===== config.mk =====
export PLATFORM = sky130hd
export DESIGN_NAME = instr_mem_pipe
export DESIGN_NICKNAME = d
export VERILOG_FILES = /design/src/rtl/instr_mem_pipe.sv
export SDC_FILE = /design/constraint.sdc
export NUM_CORES = 1
export LEC_CHECK = 0
export BUFFER_PORTS_ARGS = -buffer_cell sky130_fd_sc_hd__clkbuf_2
export CAP_MARGIN = 10
export CORE_MARGIN = 4
export CORE_UTILIZATION = 50
export CTS_CLUSTER_DIAMETER = 60
export CTS_CLUSTER_SIZE = 30
export DETAILED_ROUTE_END_ITERATION = 12
export PLACE_DENSITY = 0.66
export SETUP_SLACK_MARGIN = 0.4
export SYNTH_ARGS = -nofsm -noshare
export SYNTH_HDL_FRONTEND = slang
export SYNTH_SLANG_ARGS = --single-unit

===== constraint.sdc =====
create_clock -name clk -period 5.9 [get_ports clk]
set_input_delay 0.885 -clock clk [delete_from_list [all_inputs] [get_ports clk]]
set_output_delay 0.885 -clock clk [all_outputs]
set_load 0.1 [all_outputs]

===== src/rtl/instr_mem_pipe.sv =====
// instr_mem_pipe: fetch-stage instruction memory with a one-cycle registered
// read, stall hold, flush kill, a run-time load port and an optional
// post-reset sweep that clears every word to NOP_WORD.
//
// Ports
//   clk, rst_n          clock (rising edge), async active-low reset
//   i_req, i_pc         fetch request and fetch address
//   i_stall, i_flush    hold the current output / kill the current output
//   i_we, i_waddr,
//   i_wdata             load-port write
//   o_out, o_out_pc     fetched word and the PC it came from (registered)
//   o_valid, o_err      live instruction / came from an out-of-range PC
//   o_busy              clear sweep in progress; requests and writes ignored
module instr_mem_pipe #(
  parameter int unsigned       DATA_W         = 16,
  parameter int unsigned       ADDR_W         = 6,
  parameter int unsigned       DEPTH          = 64,
  parameter logic [DATA_W-1:0] NOP_WORD       = '0,
  parameter bit                CLEAR_ON_RESET = 1'b1
) (
  input  logic              clk,
  input  logic              rst_n,
  input  logic              i_req,
  input  logic [ADDR_W-1:0] i_pc,
  input  logic              i_stall,
  input  logic              i_flush,
  input  logic              i_we,
  input  logic [ADDR_W-1:0] i_waddr,
  input  logic [DATA_W-1:0] i_wdata,
  output logic [DATA_W-1:0] o_out,
  output logic [ADDR_W-1:0] o_out_pc,
  output logic              o_valid,
  output logic              o_err,
  output logic              o_busy
);

  localparam int unsigned       IDX_W   = (DEPTH > 1) ? $clog2(DEPTH) : 1;
  localparam logic [ADDR_W:0]   DEPTH_X = (ADDR_W+1)'(DEPTH);
  localparam logic [ADDR_W-1:0] LAST    = ADDR_W'(DEPTH - 1);

  typedef enum logic {
    ST_INIT = 1'b0,
    ST_RUN  = 1'b1
  } state_e;

  state_e              r_state, w_state_nxt;
  logic [ADDR_W-1:0]   r_cnt, w_cnt_nxt;
  logic [DATA_W-1:0]   r_out, w_out_nxt;
  logic [ADDR_W-1:0]   r_out_pc, w_out_pc_nxt;
  logic                r_valid, w_valid_nxt;
  logic                r_err, w_err_nxt;
  logic                r_busy, w_busy_nxt;

  logic [DATA_W-1:0]   r_mem [DEPTH];
  logic                w_mem_we;
  logic [IDX_W-1:0]    w_mem_addr;
  logic [DATA_W-1:0]   w_mem_wdata;

  logic                w_pc_ok, w_wa_ok, w_wr_ok;
  logic [DATA_W-1:0]   w_rd_data;

  // Range checks are done one bit wider so DEPTH == 2**ADDR_W never trips them.
  assign w_pc_ok = ({1'b0, i_pc}    < DEPTH_X);
  assign w_wa_ok = ({1'b0, i_waddr} < DEPTH_X);
  assign w_wr_ok = i_we && w_wa_ok;

  // Write-first bypass: a same-edge write to the fetched address wins.
  assign w_rd_data = (w_wr_ok && (i_waddr == i_pc)) ? i_wdata
                                                    : r_mem[IDX_W'(i_pc)];

  // Next-state, memory write port and output register updates.
  always_comb begin
    w_state_nxt  = r_state;
    w_cnt_nxt    = r_cnt;
    w_out_nxt    = r_out;
    w_out_pc_nxt = r_out_pc;
    w_valid_nxt  = r_valid;
    w_err_nxt    = r_err;
    w_mem_we     = 1'b0;
    w_mem_addr   = IDX_W'(i_waddr);
    w_mem_wdata  = i_wdata;

    unique case (r_state)
      ST_INIT: begin
        w_mem_we    = 1'b1;
        w_mem_addr  = IDX_W'(r_cnt);
        w_mem_wdata = NOP_WORD;
        if (r_cnt == LAST) begin
          w_cnt_nxt   = '0;
          w_state_nxt = ST_RUN;
        end else begin
          w_cnt_nxt = r_cnt + ADDR_W'(1);
        end
      end
      ST_RUN: begin
        w_mem_we = w_wr_ok;
        if (i_flush) begin
          w_valid_nxt = 1'b0;
          w_err_nxt   = 1'b0;
          w_out_nxt   = NOP_WORD;
        end else if (i_stall) begin
          // hold everything
        end else if (i_req) begin
          w_out_pc_nxt = i_pc;
          w_valid_nxt  = 1'b1;
          if (w_pc_ok) begin
            w_out_nxt = w_rd_data;
            w_err_nxt = 1'b0;
          end else begin
            w_out_nxt = NOP_WORD;
            w_err_nxt = 1'b1;
          end
        end else begin
          w_valid_nxt = 1'b0;
          w_err_nxt   = 1'b0;
        end
      end
    endcase

    w_busy_nxt = (w_state_nxt == ST_INIT);
  end

  // State and output registers.
  always_ff @(posedge clk or negedge rst_n) begin
    if (!rst_n) begin
      if (CLEAR_ON_RESET) r_state <= ST_INIT;
      else                r_state <= ST_RUN;
      r_busy   <= CLEAR_ON_RESET;
      r_cnt    <= '0;
      r_out    <= NOP_WORD;
      r_out_pc <= '0;
      r_valid  <= 1'b0;
      r_err    <= 1'b0;
    end else begin
      r_state  <= w_state_nxt;
      r_busy   <= w_busy_nxt;
      r_cnt    <= w_cnt_nxt;
      r_out    <= w_out_nxt;
      r_out_pc <= w_out_pc_nxt;
      r_valid  <= w_valid_nxt;
      r_err    <= w_err_nxt;
    end
  end

  // Storage array; contents survive reset and are cleared by the sweep.
  always_ff @(posedge clk) begin
    if (w_mem_we) r_mem[w_mem_addr] <= w_mem_wdata;
  end

  assign o_out    = r_out;
  assign o_out_pc = r_out_pc;
  assign o_valid  = r_valid;
  assign o_err    = r_err;
  assign o_busy   = r_busy;

endmodule


# After elaboration in Yosys (flattened, before gate mapping)
# Memories as Yosys holds them, arrays and structs flattened.
# Index checks and enable logic that the tools add are counted.
[op_classes]
addsub = 1
eq_ne = 3
n_mux = 17
n_bitwise = 4
reduce_logical = 5
[op_table]
columns = ["op", "count"]
rows = [
  ["$mux 16", 5],
  ["$mux 6", 2],
  ["$mux 1", 9],
  ["$add 6x1->6 const B", 1],
  ["$eq 6x6->1", 1],
  ["$eq 6x6->1 const B", 1],
  ["$not 1->1", 4],
  ["$reduce_and 4->1", 1],
  ["$reduce_and 3->1", 1],
  ["$ne 2x1->1 const B", 1],
  ["$pmux 1 s2", 1],
  ["$reduce_and 2->1", 1],
  ["$reduce_bool 2->1", 1],
  ["$logic_and 1x1->1", 1],
]
[totals]
reg_bits = 32
ramBits = 1024
input_bits = 34
out_inout_bits = 25
mem_count = 1
[mem_list]
columns = ["memory", "depth", "word_bits", "rd", "rd_clocked_by_memory_dff", "write_ports", "line", "source"]
rows = [
  ["r_mem", 64, 16, 1, 0, 1, "54", "logic [DATA_W-1:0] r_mem [DEPTH];"],
]

# Depth between registers and ports, before layout
# Gate-level depths: netlist of the first run.
[logic_depth]
depth_word = 6
ltp_mapped = 12
depth_no_buf = 6

# Worst setup path before layout of the first run
# Ideal clock, no wire load.
[synth_timing]
path_kind = "input-to-reg"
startpoint = "input i_pc[2]"
endpoint = "register r_out[8], in the netlist o_out[8]"
setup_time_ns = 0.133
arrival_ns = 2.609
setup_slack_ns = 3.158
cell_stages = 9
path_buffers = 4
path_cell_list = "buf_2 buf_4 buf_2 buf_2 mux4_2 mux2i_1 nor2_1 o311ai_1 nand3_1"
[synth_between]
elab_chain_len = 6
word_cells_on_any_way = 7
cone_classes = "eq/ne (1); mux (4); reduce/logical (1); memory (1)"
[synth_rtl]
columns = ["item", "line", "source"]
rows = [
  ["start, declared", "24", "input logic [ADDR_W-1:0] i_pc,"],
  ["parallel branches: the longest is 2 deep, another holds $mem_v2 64x16", "-", ""],
  ["$mux 16 *", "68", "assign w_rd_data = (w_wr_ok && (i_waddr == i_pc)) ? i_wdata"],
  ["$mux 16 *", "103", "end else if (i_req) begin"],
  ["$mux 16 *", "101", "end else if (i_stall) begin"],
  ["$mux 16 *", "97", "if (i_flush) begin"],
  ["end signal, assigned", "138", "r_out <= w_out_nxt;"],
  ["end, declared", "48", "logic [DATA_W-1:0] r_out, w_out_nxt;"],
]
# Mark *: on every way between the ends. The select of a mux whose other input is x is not followed.
# A chain may end at the register's enable or synchronous reset.

# Worst setup path after layout of the first run
[layout_timing]
startpoint = "input i_pc[1]"
endpoint = "register r_out[1], in the netlist o_out[1]"
# Same word-level chain as after synthesis.

==> results of run 1 <==
==> critical path, stage by stage <==
cell and delay, ps:
sky130_fd_sc_hd__buf_6 670, sky130_fd_sc_hd__and2_2 1100, sky130_fd_sc_hd__buf_4 420, sky130_fd_sc_hd__a22oi_1 140, sky130_fd_sc_hd__a31oi_1 210, sky130_fd_sc_hd__nand3_1 100, sky130_fd_sc_hd__a21oi_1 120, sky130_fd_sc_hd__o21ai_1 80
==> kinds of logic after synthesis <==
family,after synthesis
AOI/OAI and AO/OA,293
xor gates and xnor gates,8
adders and majority gates,1
buffers and inverters,126
DFF,1055
muxes,435
other,1
and+or+nand+nor,270
==> registers in the layout (all words and copies together), names as in the netlist <==
| signal | count |
|---|---|
| r_mem | 1024 |
| o_out | 16 |
| o_out_pc | 6 |
| r_cnt | 6 |
| o_busy | 1 |
| o_valid | 1 |
| r_state | 1 |
==> path summary, 6_finish.rpt <==
check                               start            to  slack (ps)  depth (start not counted)
max in group asynchronous           rst_n       r_state        4810                          1
worst min-delay path                rst_n       r_state         390                          1
worst min register to register  o_out[15]     o_out[15]         550                          2
min in group clk                  i_flush       o_valid         460                          2
worst max register to register    r_state  r_mem[62][4]        2640                          5
worst max-delay path              i_pc[1]      o_out[1]        2620                          8
==> metal layers <==
metal | share of wire (%) | global-route usage, % | vias up | wire, um
li1 | - | - | 9037 | -
met1 | 41 | 31.4 | 11128 | 41200
met2 | 47 | 35.4 | 855 | 47200
met3 | 7.2 | 3.94 | 203 | 7250
met4 | 4.3 | 8.64 | 2 | 4330
met5 | 0.013 | 0 | - | 13
==> stage by stage <==
step	instances	instance area (um2)
after global placement	3288	43400
after CTS	3399	45600
after global routing	3403	45700
after detailed placement	3288	43400
after floorplan	2189	41700
final	3403	45700
==> cells in the final DEF (no fill, tap or decap), types with 14 or more instances in the layout <==
cell type	netlist	routed
sky130_fd_sc_hd__a22o_1	19	19
sky130_fd_sc_hd__nand2b_1	14	14
sky130_fd_sc_hd__mux4_2	124	124
sky130_fd_sc_hd__clkbuf_16	0	61
sky130_fd_sc_hd__inv_6	0	15
sky130_fd_sc_hd__o22ai_1	15	15
sky130_fd_sc_hd__buf_4	16	91
sky130_fd_sc_hd__a21oi_1	39	39
sky130_fd_sc_hd__dfrtp_1	30	29
sky130_fd_sc_hd__a31oi_1	15	15
sky130_fd_sc_hd__nand2_1	72	72
sky130_fd_sc_hd__a22oi_1	71	71
sky130_fd_sc_hd__nor2_1	103	102
sky130_fd_sc_hd__and2_2	0	17
sky130_fd_sc_hd__clkbuf_2	0	53
sky130_fd_sc_hd__edfxtp_1	1024	1024
sky130_fd_sc_hd__mux2i_1	265	265
sky130_fd_sc_hd__mux2_2	43	43
sky130_fd_sc_hd__nand3_1	37	37
sky130_fd_sc_hd__o21ai_0	29	29
sky130_fd_sc_hd__o21ai_1	25	24
==> power groups by stage <==
stage | Clock (mW) | Combinational (mW) | Sequential (mW)
floorplan | 0 | 0.260 | 8.25
global placement | 0 | 0.347 | 8.25
detailed placement | 0 | 0.350 | 8.25
CTS | 5.04 | 0.351 | 8.08
global route | 5.36 | 0.372 | 8.08
finish | 4.96 | 0.352 | 8.08
==> cell type report <==
cell class	count	area (um2)
well taps	1070	1340
inverters	5	18.8
clock inverters	49	697
diodes	1	2.50
clock buffers	62	1530
fillers	6141	36700
flip-flops and latches	1055	31500
multi-input cells	1008	9440
repair buffers	153	1100
==> results, run 1 <==
- The flow ran to the end, and the final reports show no timing, DRC or antenna violations.
- Clock tree synthesis found a total of 1055 sinks.
- The largest fanout on the critical path is 78.
- From bottom edge to top edge, the die measures 297 um.
- The final critical path takes up 55.6% of the cycle.
- The number of pins with negative max-slew slack in the final report was 0.
- Sorting the synthesized cells by how often they occur yields sky130_fd_sc_hd__edfxtp_1 (1024), sky130_fd_sc_hd__mux2i_1 (265), sky130_fd_sc_hd__mux4_2 (124).
- The DRC violation count after routing is 0.
- After synthesis, flip-flops and latches occupy 75.6% of the total area.
- The CTS clock-pin slew for the worst setup and hold paths is 90 ps.
- The most used standard cell by instance count after synthesis is sky130_fd_sc_hd__edfxtp_1.
- The worst slack at placement is 1960 ps.
- The utilization of the core after routing is 55.4%.
- The die covers 88100 um2.
- STA classifies the critical path endpoint as a flip-flop.
- At the end of the flow, the number of nets in the layout was 2318.
- The net load switching power is 2.96 mW.
- The sequential share of power is 60.3%.
- During I/O placement, the number of pins put on the boundary was 59.
- For the pin with the worst max-slew slack, the measured transition is 1310 ps.
- Summing the areas of all compound-gate instances in the mapped netlist gives 4.97% of the synthesized area.
- The share of power burned in combinational logic is 2.6%.
- In this run the number of H-tree levels came out at 2.
- After technology mapping, the gate count stands at 2189.
- The maximum number of pins on one net before global-route repair is 98.
- In this run, the number of DRC markers left after iteration 0 of detailed routing was 2669.
- The share of final-layout standard cells stronger than drive strength 1 is 20.0%.
- Across the VDD grid, the largest voltage drop is 0.273 mV.
- The number of maximum-capacitance violations is 0.
- The via count of the first global-routing pass was 20947.
- The path type of the worst setup path is input port to flip-flop.
- The area of the mapped netlist is 41700 um2.
- The post-detailed-route via-to-cell ratio is 6.24.
- Total power for the finished layout comes to 13.4 mW.
- The residual overflow from global routing is 0.
- The number of buffers inserted by hold repair at cts is 0.
- Relative to the synthesized area, the layout overhead comes to 9.46%.
- In this run the tightest slew margin relative to its limit is 12.5%.
- Clock skew on the completed layout was measured at 16.3 ps.
- The post-CTS setup buffer count is 0.
- In this run, the clock network consumes 37.1% of the power.
- The data required time of the worst path is 6430 ps.
- The type of the tightest min-delay check is input port to async pin.
- STA classifies the critical path startpoint as an input port.
- The synthesized design contains 1055 register bits.
- The share of synthesized cell area in full adder, half adder and majority cells is 0.0300%.
- The post-synthesis average cell area is 19.1 um2.
- The floorplan has 105 rows.
- The first-pass GRT wire length is 145000 um.
- Setup repair after global routing left no endpoint under its margin.
- The data arrival at the endpoint of the critical path is 3820 ps.
- The worst setup slack after layout is 2620 ps.
- After synthesis, the largest family of logic cells by area is multiplexers.
- The placer congestion estimate is 0.929.
- The net count after synthesis is 2224.
- The power density of the placed cells is 293 nW/um2.
- The initial cell density of the core is 50.6%.
- Setup violations remaining at the end of the flow were counted as 0.
- The x dimension of the die is 297 um.
- Across all layers, the routed design uses 21225 vias.
- By area the synthesized netlist is led by sky130_fd_sc_hd__edfxtp_1 (74%), sky130_fd_sc_hd__mux4_2 (6.7%), sky130_fd_sc_hd__mux2i_1 (6.4%).
- The wire length per cell is 29.4 um.
- The peak clock frequency supported by timing is 305 MHz.
- Net switching is 22.1% of the power.
- Summed over all cells, the static leakage comes to 12.7 nW.
- The synthesized netlist contains 57 unique library cells.
- The count of nets left with antenna violations after detail routing is 0.
- The primary flip-flop cell chosen by synthesis mapping is sky130_fd_sc_hd__edfxtp_1.
- The HPWL after detailed placement is 59900 um.
- Clock tree synthesis inserted a total of 60 buffers.
- The final period demand of the worst path is 3280 ps.
- Final hold analysis gives a worst-case slack of 394 ps.
- The tree is rooted in a sky130_fd_sc_hd__clkbuf_16.
- TritonCTS built the clock tree.
- Of the total synthesized cell area, the portion taken by AND, OR, NAND and NOR gates is 2.94%.
- The final routed wirelength across all metal layers is 100000 um.
- The hold violation count in the final report was 0.
- The multiplexer share of the synthesized area is 14.4%.
- The synthesized design spends more area on one cell type than any other, namely sky130_fd_sc_hd__edfxtp_1.
- After synthesis, the largest area contributor takes up 73.7% of total cell area.
- The first detailed-routing pass ran for 5 iterations.
- The internal power contribution is 10.4 mW.
- For this run, the number of Yosys warnings is 0.
- In this run the tool buffered the top-level ports with 57 buffer cells.
- Counting flops with an async set or reset pin after synthesis yields a share of 2.94%.
- The number of enable flip-flop cells after synthesis is 1024.
- The total area inside the core boundary comes to 82400 um2.
- The later pin in the worst-skew pair is clocked with a latency of 660 ps.
- The xor/xnor share of the synthesized area is 0.168%.
- The number of antenna violations at the first check in global routing is 5.
- The number of gates given a new drive strength after cts is 0.
- No sink is reached through more buffers than the 3 on the longest clock path.
- The sum of negative setup slack is 0 ps.
- The total track usage is 22.4%.
No activity file was read; power rests on OpenSTA's default activity.
==> inputs of run 2 (changes only) <==
ABC_AREA = 1   (was not set)
clock period = 3.18 ns   (was 5.9 ns; I/O delays follow)
==> run 2 against run 1 <==
  * Flip-flop and latch count unchanged
  * Clock skew increased by 8.2 ps
  * Area after synthesis increased by 3.3%
  * Synthesized cell count increased by 71%
  * First-iteration DRC count increased by 45%
  * Non-clock buffer count increased by 78
  * Count of clock-buffer cells in the layout increased by 12
  * Cell area increased by 4.8%
  * Utilization increased by 0.66 points
  * Combinational power increased to 4.9 times the previous value
  * Wire length increased by 18%
  * Sequential power increased by 86%
  * Critical path type is now flip-flop to flip-flop
  * Critical endpoint is now o_out[11]
==> results, run 2 <==
- During placement, the flow inserted port buffers numbering 57.
- Detailed placement finished with a half-perimeter wire length of 69400 um.
- The run finished with clean final reports.
- The slowest library cell on the worst path is sky130_fd_sc_hd__a21oi_1.
- The met2 track demand over resource in global routing is 37.9%.
- Headroom to the max-slew limit came out at 41.2%.
- The total track usage is 25.7%.
- The net load switching power is 6.29 mW.
- The internal portion of the total power is 19.8 mW.
- The CTS tree is built.
- At the end of routability-driven placement, the weighted congestion stood at 0.862.
- The die is 302 um wide.
- The startpoint type of the worst setup path is a flip-flop.
- The met1 track demand over resource is 39.6%.
- The DRC violation count after routing is 0.
- The layout has 7016 filler cells.
- Static timing analysis puts the maximum clock frequency at 379 MHz.
- The clock network fraction of total power is 35.8%.
- The register with the most flip-flops in the layout has 1024 of them.
- Setup repair after global routing left no endpoint under its margin.
- The sequential area share after synthesis is 73.2%.
- After global routing the overflow that remains totals 0.
- The number of maximum-capacitance violations is 0.
- The post-detailed-route via-to-cell ratio is 5.79.
- After detailed placement, the design holds a cell count of 4875.
- Adding up every negative setup slack in the final design gives 0 ps.
- Per report_power, the combinational group accounts for 6.6% of the total.
- The proportion of netlist area held by the largest area contributor is 71.4%.
- Sorting the synthesized cells by how often they occur yields sky130_fd_sc_hd__nand2_1 (1371), sky130_fd_sc_hd__edfxtp_1 (1024), sky130_fd_sc_hd__nand3_1 (892).
- The clock net sink count is 1055.
- Entering global routing, the biggest net connects 82 pins.
- The cell count after synthesis came out at 3737.
- The H-tree depth is 3.
- The iteration-0 DRC count of the detailed router is 3866.
- From synthesis to final layout, the design area changed by 11.0%.
- The type of the tightest min-delay check is input port to flip-flop.
- The area enclosed by the die boundary is 90900 um2.
- After routing the design area is 47800 um2.
- The mapped netlist covers 43100 um2.
- The met3 capacity usage during global routing is 5.01%.
- The worst slack at placement is 464 ps.
- No sink is reached through more buffers than the 3 on the longest clock path.
- Pin placement for this block handled 59 I/O pins.
- The worst-margin pin slew is 883 ps.
- The most used standard cell by instance count after synthesis is sky130_fd_sc_hd__nand2_1.
- In the final layout, the share of cells above drive strength 1 is 9.70%.
- For the final database, setup skew stands at 24.4 ps.
- Counting I/O delays and the setup requirement, the final critical path takes 2640 ps.
- The first global-routing pass estimated 174000 um of wire.
- Ranked by total cell area, the synthesized netlist is headed by sky130_fd_sc_hd__edfxtp_1 (71%), sky130_fd_sc_hd__nand2_1 (12%), sky130_fd_sc_hd__nand3_1 (10%).
- The async set or reset register ratio after synthesis is 2.94%.
- Counting flops with a built-in enable in the synthesized netlist gives 1024.
- The number of endpoints failing setup at the final stage is 0.
- Detailed routing inserted a total of 28938 vias.
- The count of placed standard cells in the final layout, fillers left out is 4999.
- The path type of the worst setup path is flip-flop to flip-flop.
- Of the available clock period, the critical path in the final layout requires 82.9%.
- The cell family contributing the most delay on the critical path is simple AND/OR/NAND/NOR gates.
- The critical path contains buffers and inverters numbering 2 combined.
- The via count of the first global-routing pass is 26738.
- The area of the core is 85300 um2.
- The standard-cell row count is 107.
- The net count after synthesis is 3772.
- The TritonCTS buffer count is 66.
- The hold violation count in the final report is 0.
- STA classifies the critical path endpoint as a flip-flop.
- In this run the power density over the cells is 545 nW/um2.
- Counting flops and latches in the post-synthesis netlist gives 1055.
- The largest single stage delay on the critical path is 630 ps.
- The library cell used as clock root buffer is sky130_fd_sc_hd__clkbuf_16.
- The warning count from the yosys run is 0.
- The register with the highest flop count is r_mem.
- The leakage power total is 17.0 nW.
- The final routed wirelength across all metal layers is 118000 um.
- The most numerous cell type found on the critical path is sky130_fd_sc_hd__nand2_1.
- The most common cell after layout, fill and taps aside is sky130_fd_sc_hd__nand2_1.
- The clock reaches the later pin of the worst-skew pair after 640 ps.
- STA puts the critical path data required time at 3760 ps.
- Synthesis instantiated 28 different standard cells from the library.
- Along the worst path, the maximum fanout reaches 12.
- The layer flagged by global routing as most heavily used is met1.
- The count of TritonRoute iterations in the first routing pass is 8.
- Measured along the y axis, the die boundary spans 302 um.
- The number of antenna violations at the first check in global routing is 2.
- The primary flip-flop cell chosen by synthesis mapping is sky130_fd_sc_hd__edfxtp_1.
- In the layout the commonest cells are sky130_fd_sc_hd__nand2_1 (1371), sky130_fd_sc_hd__edfxtp_1 (1024), sky130_fd_sc_hd__nand3_1 (891), sky130_fd_sc_hd__buf_4 (133), sky130_fd_sc_hd__nor2_1 (99).
- After synthesis, the mean cell area works out to 11.5 um2.
- The worst IR drop on VDD is 0.458 mV.
- The sequential share of power is 57.6%.
- The number of pins with negative max-slew slack in the final report was 0.
- In the final design database the tool counted 3835 nets.
- Once detail routing completed, the nets flagged for antenna violations numbered 0.
- The largest area contributor in the synthesized netlist is sky130_fd_sc_hd__edfxtp_1.
- The wire length per cell is 23.5 um.
- Clock-pin slew was measured on the worst setup and hold paths at 80 ps.
- Summing all placed instances gives a cell area of 45500 um2.
- STA puts the critical path data arrival time at 3210 ps.
- Walking the worst path, the cells encountered are inv_1 > a21oi_1 > nand3_2 > buf_4 > nor2_1 > nand2_1 > nand2_1.
- Buffers added to address setup during post-CTS repair amount to 0.
- For this configuration, the core starts out at a cell density of 50.5%.
- The worst path meets setup with 544 ps of slack.
- The switching part of the total power is 24.1%.
[run 2: cell types whose count changed after synthesis, sizes merged, moves of 31 or more]
| cell | before | now |
|---|---|---|
| mux4 | 127 | 0 |
| nand2 | 72 | 1371 |
| o21ai | 54 | 14 |
| a21oi | 39 | 6 |
| a22oi | 71 | 0 |
| inv | 5 | 36 |
| mux2i | 265 | 0 |
| mux2 | 43 | 0 |
| buf | 75 | 161 |
| nand3 | 37 | 892 |
[run 2: repair_timing]
action / CTS / global route
hold buffers: 1 / 0
endpoints found under the setup margin: 0 / 25
gates resized for setup: 0 / 1
hold endpoints to repair: 24 / 0
[run 2: final timing paths]
path | startpoint | endpoint | slack [ps] | cells past startpoint
hold / removal | i_wdata[14] | o_out[14] | 220 | 5
setup reg to reg | r_state | o_out[11] | 540 | 7
setup / recovery | r_state | o_out[11] | 540 | 7
hold reg to reg | o_out_pc[0] | o_out_pc[0] | 500 | 2
min in group asynchronous | rst_n | o_out[0] | 490 | 2
max in group asynchronous | rst_n | o_out_pc[3] | 2000 | 3
[run 2: layout make-up]
type	count	area, um2	area share, %
timing repair buffer	231	2130	4.45
sequential	1055	31500	65.9
multi-input combinational	2407	10300	21.5
antenna	1	2.50	0.00523
clock inverter	48	591	1.23
tap	1144	1430	2.99
inverter	39	164	0.343
clock buffer	74	1680	3.52
[run 2: layer usage]
layer  routed length (um)  share of wire, %
met1                49900                42
met2                51700                44
met3                13300                11
met4                 2710               2.3
met5                   12             0.010
[run 2: cells by family after synthesis]
family | synth area share, %
simple gates | 23.4
xor+xnor | 0.0813
buf+inv | 3.02
compound gates | 0.288
other cells | 0.00871
fa+ha+maj | 0.0290
flops | 73.2
[run 2: worst min-delay path, stage by stage]
cell and delay (ps):
sky130_fd_sc_hd__clkbuf_2 110, sky130_fd_sc_hd__nor2_1 50, sky130_fd_sc_hd__nor2_1 80, sky130_fd_sc_hd__nand2_1 60, sky130_fd_sc_hd__nand2_1 50
[run 2: stage by stage]
step                total power [mW]  hold slack (ps)  util, %
finish                          26.1              215     56.1
global route                    26.9              220     56.1
CTS                             26.2              191     56.1
detailed placement              17.0              476     53.4
global placement                17.0              471     53.4
floorplan                       16.4              181        -
[run 2: power groups by stage]
stage	combinational (mW)	sequential [mW]	clock (mW)
after floorplan	1.02	15.4	0
after global placement	1.68	15.3	0
after detailed placement	1.70	15.3	0
after CTS	1.71	15.0	9.44
after global routing	1.88	15.0	9.98
final	1.72	15.0	9.34
